$ cat config.mk
export PLATFORM = sky130hd
export DESIGN_NAME = quad_pwm_bridge
export DESIGN_NICKNAME = d
export VERILOG_FILES = /design/src/rtl/quad_pwm_bridge.sv
export SDC_FILE = /design/constraint.sdc
export NUM_CORES = 1
export LEC_CHECK = 0
export CAP_MARGIN = 20
export CORE_MARGIN = 8
export CORE_UTILIZATION = 45
export CTS_CLUSTER_SIZE = 16
export DETAILED_ROUTE_END_ITERATION = 8
export PLACE_DENSITY = 0.72
export SKIP_LAST_GASP = 1
export SYNTH_ARGS = -nofsm -noshare
export SYNTH_HDL_FRONTEND = slang
export SYNTH_SLANG_ARGS = --single-unit
$ cat constraint.sdc
create_clock -name clk -period 3.8 [get_ports clk]
set_input_delay 0.76 -clock clk [delete_from_list [all_inputs] [get_ports clk]]
set_output_delay 0.76 -clock clk [all_outputs]
set_load 0.005 [all_outputs]
$ cat src/rtl/quad_pwm_bridge.sv
// quad_pwm_bridge -- multi-channel quadrature decoder feeding per-channel PWM.
//
// Each channel synchronises its A/B phases, decodes quadrature steps into a
// position count that wraps modulo PPR, and flags illegal (double-bit)
// transitions. A shared divider/frame counter produces a PWM frame of 2^PW
// ticks; each channel latches its count as duty at frame start.
//
// Optional feature: define QPB_INDEX_EN to add the Z index input; a
// synchronised rising edge of Z[n] clears count n.
//
// Ports:
//   clk       single clock, rising edge
//   reset     asynchronous, active-low reset
//   A, B      [CH] encoder phases, asynchronous to clk
//   Z         [CH] index pulses (QPB_INDEX_EN only), asynchronous to clk
//   PPR       [PW] counts per revolution, shared by all channels
//   Rate      [24] PWM tick divider (0 or 1 = tick every cycle)
//   Position  [CH*PW] count of channel n in [n*PW +: PW]
//   pwm       [CH] registered PWM outputs
//   frame     one-cycle pulse on the cycle a frame starts
//   err       [CH] sticky illegal-transition flags
module quad_pwm_bridge #(
  parameter int CH = 2,
  parameter int PW = 10
) (
  input  logic             clk,
  input  logic             reset,
  input  logic [CH-1:0]    A,
  input  logic [CH-1:0]    B,
`ifdef QPB_INDEX_EN
  input  logic [CH-1:0]    Z,
`endif
  input  logic [PW-1:0]    PPR,
  input  logic [23:0]      Rate,
  output logic [CH*PW-1:0] Position,
  output logic [CH-1:0]    pwm,
  output logic             frame,
  output logic [CH-1:0]    err
);

  // Gray position of an (A,B) pair along the forward sequence 00,01,11,10.
  function automatic logic [1:0] gray_idx(input logic a, input logic b);
    case ({a, b})
      2'b00:   return 2'd0;
      2'b01:   return 2'd1;
      2'b11:   return 2'd2;
      default: return 2'd3;
    endcase
  endfunction

  logic [CH-1:0] a_s1_q, a_s1_d, a_s2_q, a_s2_d, a_prev_q, a_prev_d;
  logic [CH-1:0] b_s1_q, b_s1_d, b_s2_q, b_s2_d, b_prev_q, b_prev_d;

  logic [CH-1:0][PW-1:0] count_q, count_d;
  logic [CH-1:0][PW-1:0] duty_q, duty_d;
  logic [CH-1:0]         err_q, err_d;
  logic [CH-1:0]         pwm_q, pwm_d;
  logic [23:0]           div_q, div_d;
  logic [PW-1:0]         fcnt_q, fcnt_d;
  logic                  frame_q, frame_d;

  logic [CH-1:0][1:0] cur_idx, prev_idx;
  logic [CH-1:0]      step_inc, step_dec, step_bad;
  logic [CH-1:0]      idx_clear;
  logic [PW-1:0]      ppr_m1;
  logic               ppr_small;
  logic [23:0]        rate_m1;
  logic               tick, wrap;

  assign ppr_m1    = PPR - PW'(1);
  assign ppr_small = (PPR < PW'(2));

  // Two synchroniser stages plus a "previous" stage per phase bit.
  always_comb begin
    a_s1_d   = A;
    a_s2_d   = a_s1_q;
    a_prev_d = a_s2_q;
    b_s1_d   = B;
    b_s2_d   = b_s1_q;
    b_prev_d = b_s2_q;
  end

`ifdef QPB_INDEX_EN
  logic [CH-1:0] z_s1_q, z_s1_d, z_s2_q, z_s2_d, z_prev_q, z_prev_d;

  always_comb begin
    z_s1_d   = Z;
    z_s2_d   = z_s1_q;
    z_prev_d = z_s2_q;
  end

  assign idx_clear = z_s2_q & ~z_prev_q;

  always_ff @(posedge clk or negedge reset) begin
    if (!reset) begin
      z_s1_q   <= '0;
      z_s2_q   <= '0;
      z_prev_q <= '0;
    end else begin
      z_s1_q   <= z_s1_d;
      z_s2_q   <= z_s2_d;
      z_prev_q <= z_prev_d;
    end
  end
`else
  assign idx_clear = '0;
`endif

  // A move of +1 / -1 along the Gray sequence is a step; both bits changing
  // at once cannot be resolved into a direction and is reported instead.
  always_comb begin
    cur_idx  = '0;
    prev_idx = '0;
    step_inc = '0;
    step_dec = '0;
    step_bad = '0;
    for (int n = 0; n < CH; n++) begin
      cur_idx[n]  = gray_idx(a_s2_q[n], b_s2_q[n]);
      prev_idx[n] = gray_idx(a_prev_q[n], b_prev_q[n]);
      step_inc[n] = (cur_idx[n] == prev_idx[n] + 2'd1);
      step_dec[n] = (cur_idx[n] == prev_idx[n] - 2'd1);
      step_bad[n] = (a_s2_q[n] ^ a_prev_q[n]) & (b_s2_q[n] ^ b_prev_q[n]);
    end
  end

  // Forced-zero conditions (index clear, degenerate PPR, count out of range
  // after PPR was lowered) override any step; otherwise wrap modulo PPR.
  always_comb begin
    count_d = count_q;
    err_d   = err_q | step_bad;
    for (int n = 0; n < CH; n++) begin
      if (idx_clear[n] || ppr_small || (count_q[n] >= PPR)) begin
        count_d[n] = '0;
      end else if (step_inc[n]) begin
        count_d[n] = (count_q[n] == ppr_m1) ? '0 : count_q[n] + PW'(1);
      end else if (step_dec[n]) begin
        count_d[n] = (count_q[n] == '0) ? ppr_m1 : count_q[n] - PW'(1);
      end
    end
  end

  // The >= compare keeps the divider bounded if Rate is lowered mid-count.
  // pwm, duty, frame and the frame counter are all computed from next-state
  // values so they line up in the same cycle.
  always_comb begin
    rate_m1 = Rate - 24'd1;
    tick    = (Rate <= 24'd1) || (div_q >= rate_m1);
    div_d   = tick ? '0 : div_q + 24'd1;
    wrap    = tick && (fcnt_q == '1);
    fcnt_d  = tick ? fcnt_q + PW'(1) : fcnt_q;
    frame_d = wrap;
    duty_d  = duty_q;
    pwm_d   = '0;
    for (int n = 0; n < CH; n++) begin
      if (wrap) begin
        duty_d[n] = count_q[n];
      end
      pwm_d[n] = (fcnt_d < duty_d[n]);
    end
  end

  always_ff @(posedge clk or negedge reset) begin
    if (!reset) begin
      a_s1_q   <= '0;
      a_s2_q   <= '0;
      a_prev_q <= '0;
      b_s1_q   <= '0;
      b_s2_q   <= '0;
      b_prev_q <= '0;
      count_q  <= '0;
      duty_q   <= '0;
      err_q    <= '0;
      pwm_q    <= '0;
      div_q    <= '0;
      fcnt_q   <= '0;
      frame_q  <= 1'b0;
    end else begin
      a_s1_q   <= a_s1_d;
      a_s2_q   <= a_s2_d;
      a_prev_q <= a_prev_d;
      b_s1_q   <= b_s1_d;
      b_s2_q   <= b_s2_d;
      b_prev_q <= b_prev_d;
      count_q  <= count_d;
      duty_q   <= duty_d;
      err_q    <= err_d;
      pwm_q    <= pwm_d;
      div_q    <= div_d;
      fcnt_q   <= fcnt_d;
      frame_q  <= frame_d;
    end
  end

  assign Position = count_q;
  assign pwm      = pwm_q;
  assign frame    = frame_q;
  assign err      = err_q;

endmodule

-- Word level (Yosys, flattened, before mapping)
Cells that the tools add are included.
- register bits: 91
- bits of input ports: 40
- output and inout bits: 25
- word-level logic and storage cells: 86
- add/subtract/negate cells: 12
- order comparisons: 7
- equal/unequal tests: 15
- muxes and demuxes: 18
- bitwise gates (word level): 7
- reduce and logical (&&, ||, !) cells: 12
- operators with widths (kind ; count):
    2-to-1 mux 10 bit ; 13
    adder 10 x 1 -> 10 bit (second input constant) ; 3
    subtractor 10 x 1 -> 10 bit (second input constant) ; 3
    adder 24 x 1 -> 24 bit (second input constant) ; 1
    >= comparator 24 bit ; 1
    less-or-equal comparator 24 x 1 -> 1 bit (second input constant) ; 1
    2-to-1 mux 24 bit ; 1
    case mux 2 bit (3 select lines) ; 4
    subtractor 24 x 1 -> 24 bit (second input constant) ; 1
    == test 10 bit ; 2
    >= comparator 10 bit ; 2
    logical NOT 10 bit ; 2
    less-than comparator 10 bit ; 2
    == test 10 bit (second input constant) ; 1
    less-than comparator 10 x 2 -> 1 bit (second input constant) ; 1
    == test 2 x 1 -> 1 bit (second input constant) ; 4
    == test 2 bit ; 4
    == test 2 bit (second input constant) ; 4
    logical NOT 2 bit ; 4
    nonzero test 3 bit ; 2
    adder 2 x 1 -> 2 bit (second input constant) ; 2
    subtractor 2 x 1 -> 2 bit (second input constant) ; 2
    XOR 1 bit ; 4
    logical OR 1 bit ; 3
    other kinds (3) ; 4

-- Longest topological paths before layout
- depth after elaboration: 7
- depth in mapped cells: 25
- depth with buffers taken out: 24

-- Worst setup path after synthesis
No wires, ideal clock.
- kind: in2reg
- start point: input Rate[10]
- end point: register pwm_q[0] (netlist: pwm[0])
- arrival: 5.050 ns
- path slack: -1.339 ns
- stages: 23
- cells stage by stage: or4_1 nor3_1 nand3_1 nor2_1 nand2_1 xor2_1 ha_1 a21o_1 a21o_1 a21o_1 a31oi_1 o311ai_2 nand3_4 buf_2 mux2i_1 ha_1 a21o_1 a21o_1 a21oi_1 o21ai_0 nand3_1 nand2_1 a41oi_1
- word-level cells in the longest chain between the ends: 6
- elaborated cells between the ends (all ways): 8
- ends and longest elaborated chain (element ; RTL line ; text):
    from (decl) ; 34 ; input logic [23:0] Rate,
    subtractor 24 x 1 -> 24 bit ; 146 ; rate_m1 = Rate - 24'd1;
    >= comparator 24 bit ; 147 ; tick = (Rate <= 24'd1) || (div_q >= rate_m1);
    logical OR 1 bit (*) ; 147 ;
    logical AND 1 bit ; 149 ; wrap = tick && (fcnt_q == '1);
    2-to-1 mux 10 bit ; 155 ; if (wrap) begin
    less-than comparator 10 bit (*) ; 158 ; pwm_d[n] = (fcnt_d < duty_d[n]);
    via pwm_d[0] ; 57 ; logic [CH-1:0] pwm_q, pwm_d;
    to (signal assigned) ; 187 ; pwm_q <= pwm_d;
    to (decl) ; 57 ;
The timed path passes the listed nets; every way through them passes the cells marked *.
A chain may end at the register's enable or synchronous reset.

-- Final worst setup path
Ends and elaborated chain as after synthesis.

==> flow_summary.ini <==
[grt]
groute.usage.overall = 0.188
antenna_found_initial = 0
grt_remaining_overflow = 0
first_global_vias = 6324
grt_start_max_net_pins = 51
grt_pass1_wl_um = 31400

[timing]
clock.fmax_ghz = 0.211
timing.final.crit_share = 1.25
period_needed_ps = 4740
timing.final.max_slew_violations = 0
timing.hold.ws_ps = 349
unrepaired_setup_endpoints_after_global_routing = true
slew_headroom = 0.418
finalHoldViolations = 0
skew_ps = 11.4
tightestPinTransition_ps = 866
setup_ws_ps = -942
setup_viol = 18

[floorplanning]
overall_die_height_um = 144
chip_width_um = 144
placementRows = 46
core-area_um2 = 15900
initial_utilization = 0.462
floorplan.io_pins = 65
design.die.area_um2 = 20700

[clock_network]
clk_transition_reported_paths_ps = 70
cts-buffers-inserted = 9
htreeDepth = 3
skew_pair_late_insertion_delay_ps = 360
clockRootBuffer = sky130_fd_sc_hd__clkbuf_16
cts_num_sinks = 91
tritoncts = yes
cts_hold_repair.buffers = 0
cts_buffer_depth = 2

[setup_path]
worst_setup_start_kind = primary input
path_max_fanout = 5
criticalPathCategory = in2reg
regToRegSetupSlack_ps = 170
slowest_stage = sky130_fd_sc_hd__or4_4
timing.critical_path.mode_cell = sky130_fd_sc_hd__a21o_1
required_ps = 4060
timing.critical_path.cells = buf_6, or4_4, nor3_4, nand3_4, nor2_4, nand2_2, xor2_1, ha_1, a21o_1, a21o_1, a21o_1, a31oi_4, o311ai_4, nand3_4, buf_4, buf_8, mux2i_4, ha_1, a21o_1, a21oi_1, o21ai_1, nand3_1, nand2_1, a41oi_1
reg2reg_depth = 19
critical_path.reg2reg.startpoint = div_q[0]
critical_path_at_ps = 5000
worstReg2RegEnd = pwm[0]
endpoint_kind = flip-flop
cp_slowest_stage_delay_ps = 550

[detailed_routing]
wl_per_cell_um = 16.9
drtIter0Drc = 425
ant_nets_after_route = 0
detailroute.via_count = 6659
routed_via_density = 5.63
drc_errors = 0
routed_wirelength_um = 20000
drt-pass1-iter-count = 5

[power_and_ir_drop]
power_density_nw_per_um2 = 396
p_leak_nw = 4.63
post-layout-total-power_mw = 3.86
worst_ir_drop_vdd_uv = 234

[yosys]
flops_latches_synth = 91
ys_dominant_reg_cell = sky130_fd_sc_hd__dfrtp_1
number_of_synthesized_flops_with_an_enable_pin = 0
synth-seq-area-share = 0.309
synth.avg_cell_area_um2 = 9.18
synth.net_count = 922
async_flop_share = 1.00
synth.cell_area_um2 = 7370
synthesis.instances = 803
synth.lib_cells_used.distinct = 64
ys.warnings.count = 0

[layout]
num-nets-final = 1080
diodes = 0
most-common-layout-cells = sky130_fd_sc_hd__buf_4 (103), sky130_fd_sc_hd__dfrtp_1 (91), sky130_fd_sc_hd__ha_1 (78)
final_common_cell = sky130_fd_sc_hd__buf_4
layout-drive-gt1-share = 0.223
area_growth_syn_to_layout_pct = 32.3

[min_path]
type_of_the_most_critical_hold_path = reg2reg
holdCritStartpoint = a_s1_q[0]
min_delay_worst_endpoint = a_prev_d[0]
min_delay_path_depth = 0

[status]
violations = setup timing
status = finished, violations left

[placed_design]
gpl.final_weighted_congestion = 0.938
dp_hpwl_um = 14200
port_buffers = 64

[flow_run]
timing.max_cap.violations = 0
report_power, final:
part | leakage (nW) | switching [mW] | internal [mW] | total, mW
logic | 3.29 | 0.769 | 0.781 | 1.55
registers | 1.19 | 0.271 | 1.06 | 1.33
clock network | 0.154 | 0.437 | 0.543 | 0.980
state kept, by name (all words and copies together) (netlist names):
signal,flops
fcnt_q,10
b_s1_q,2
b_prev_d,2
err,2
duty_q,20
b_prev_q,2
a_prev_q,2
Position,20
a_prev_d,2
pwm,2
frame,1
div_q,24
a_s1_q,2
cells in the mapped netlist (all sizes together) (15+ instances only):
cell / number / area (um2)
dfrtp: 91 / 2280
ha: 79 / 988
nor2: 66 / 248
xnor2: 62 / 543
nand2: 41 / 154
nand3: 41 / 223
inv: 37 / 139
o21ai: 32 / 160
xor2: 32 / 280
a21oi: 31 / 155
mux2i: 27 / 270
nand4: 23 / 144
a21o: 22 / 165
clkbuf: 22 / 82.6
mux2: 21 / 236
and3: 18 / 113
buf: 15 / 85.1
metrics by stage:
| step | TNS (ps) | setup WS, ps | cell area [um2] | utilization | cells |
|---|---|---|---|---|---|
| 2_1_floorplan | -5140 | -1010 | 7480 | - | 803 |
| 3_3_place_gp | -39880 | -1500 | 8950 | 0.561 | 1149 |
| 3_5_place_dp | -42650 | -1590 | 8950 | 0.561 | 1149 |
| 4_1_cts | -1800 | -733 | 9390 | 0.589 | 1167 |
| 5_1_grt | -7920 | -1090 | 9750 | 0.612 | 1182 |
| 6_report | -4560 | -942 | 9750 | 0.612 | 1182 |
cell families (layout without fill, tap and decap cells):
family | count (synthesis) | in the layout | synth area share
simple gates | 269 | 269 | 0.192
compound gates | 144 | 144 | 0.131
xor+xnor | 98 | 98 | 0.124
flops | 91 | 91 | 0.309
fa+ha+maj | 79 | 79 | 0.134
buf+inv | 74 | 237 | 0.0416
mux | 48 | 48 | 0.0687
critical path: cells and delay by family:
family	cells	cell delay, ps
AO/OA/AOI/OAI	9	1470
buffers and inverters	3	370
multiplexers	1	240
adder cells (fa/ha/maj)	2	560
XOR/XNOR	1	150
AND/OR/NAND/NOR	8	1470
repair_timing:
item / 4_1_cts / 5_1_grt
setup buffers: 4 / 13
gates resized for setup: 46 / 48
pin swaps: 26 / 6
gates cloned: 0 / 3
setup endpoints to repair: 57 / 48
endpoints found under the hold margin: 0 / 0
area by class of cell:
cell class,instances,area [um2]
Inverter,37,144
Timing Repair Buffer,184,1660
Tap cell,216,270
Fill cell,1369,6190
Sequential cell,91,2280
Clock inverter,6,77.6
Multi-Input combinational cell,638,5090
Clock buffer,10,239
per-layer routing:
layer,up-vias,track usage,routed length (um)
li1,3232,-,-
met1,3210,0.242,8910
met2,194,0.317,9730
met3,23,0.0340,1070
met4,0,0.0504,274
met5,-,0,0
how the worst max path moves through the flow:
stage             start      to  slack, ps  cells after the start
2_1_floorplan   Rate[9]  pwm[1]      -1010                     24
3_3_place_gp    Rate[9]  pwm[0]      -1500                     20
3_5_place_dp    Rate[9]  pwm[1]      -1590                     20
4_1_cts        Rate[10]  pwm[1]       -730                     24
5_1_grt         Rate[2]  pwm[0]      -1090                     25
6_report       Rate[10]  pwm[0]       -940                     24
No activity file was read; power rests on OpenSTA's default activity.
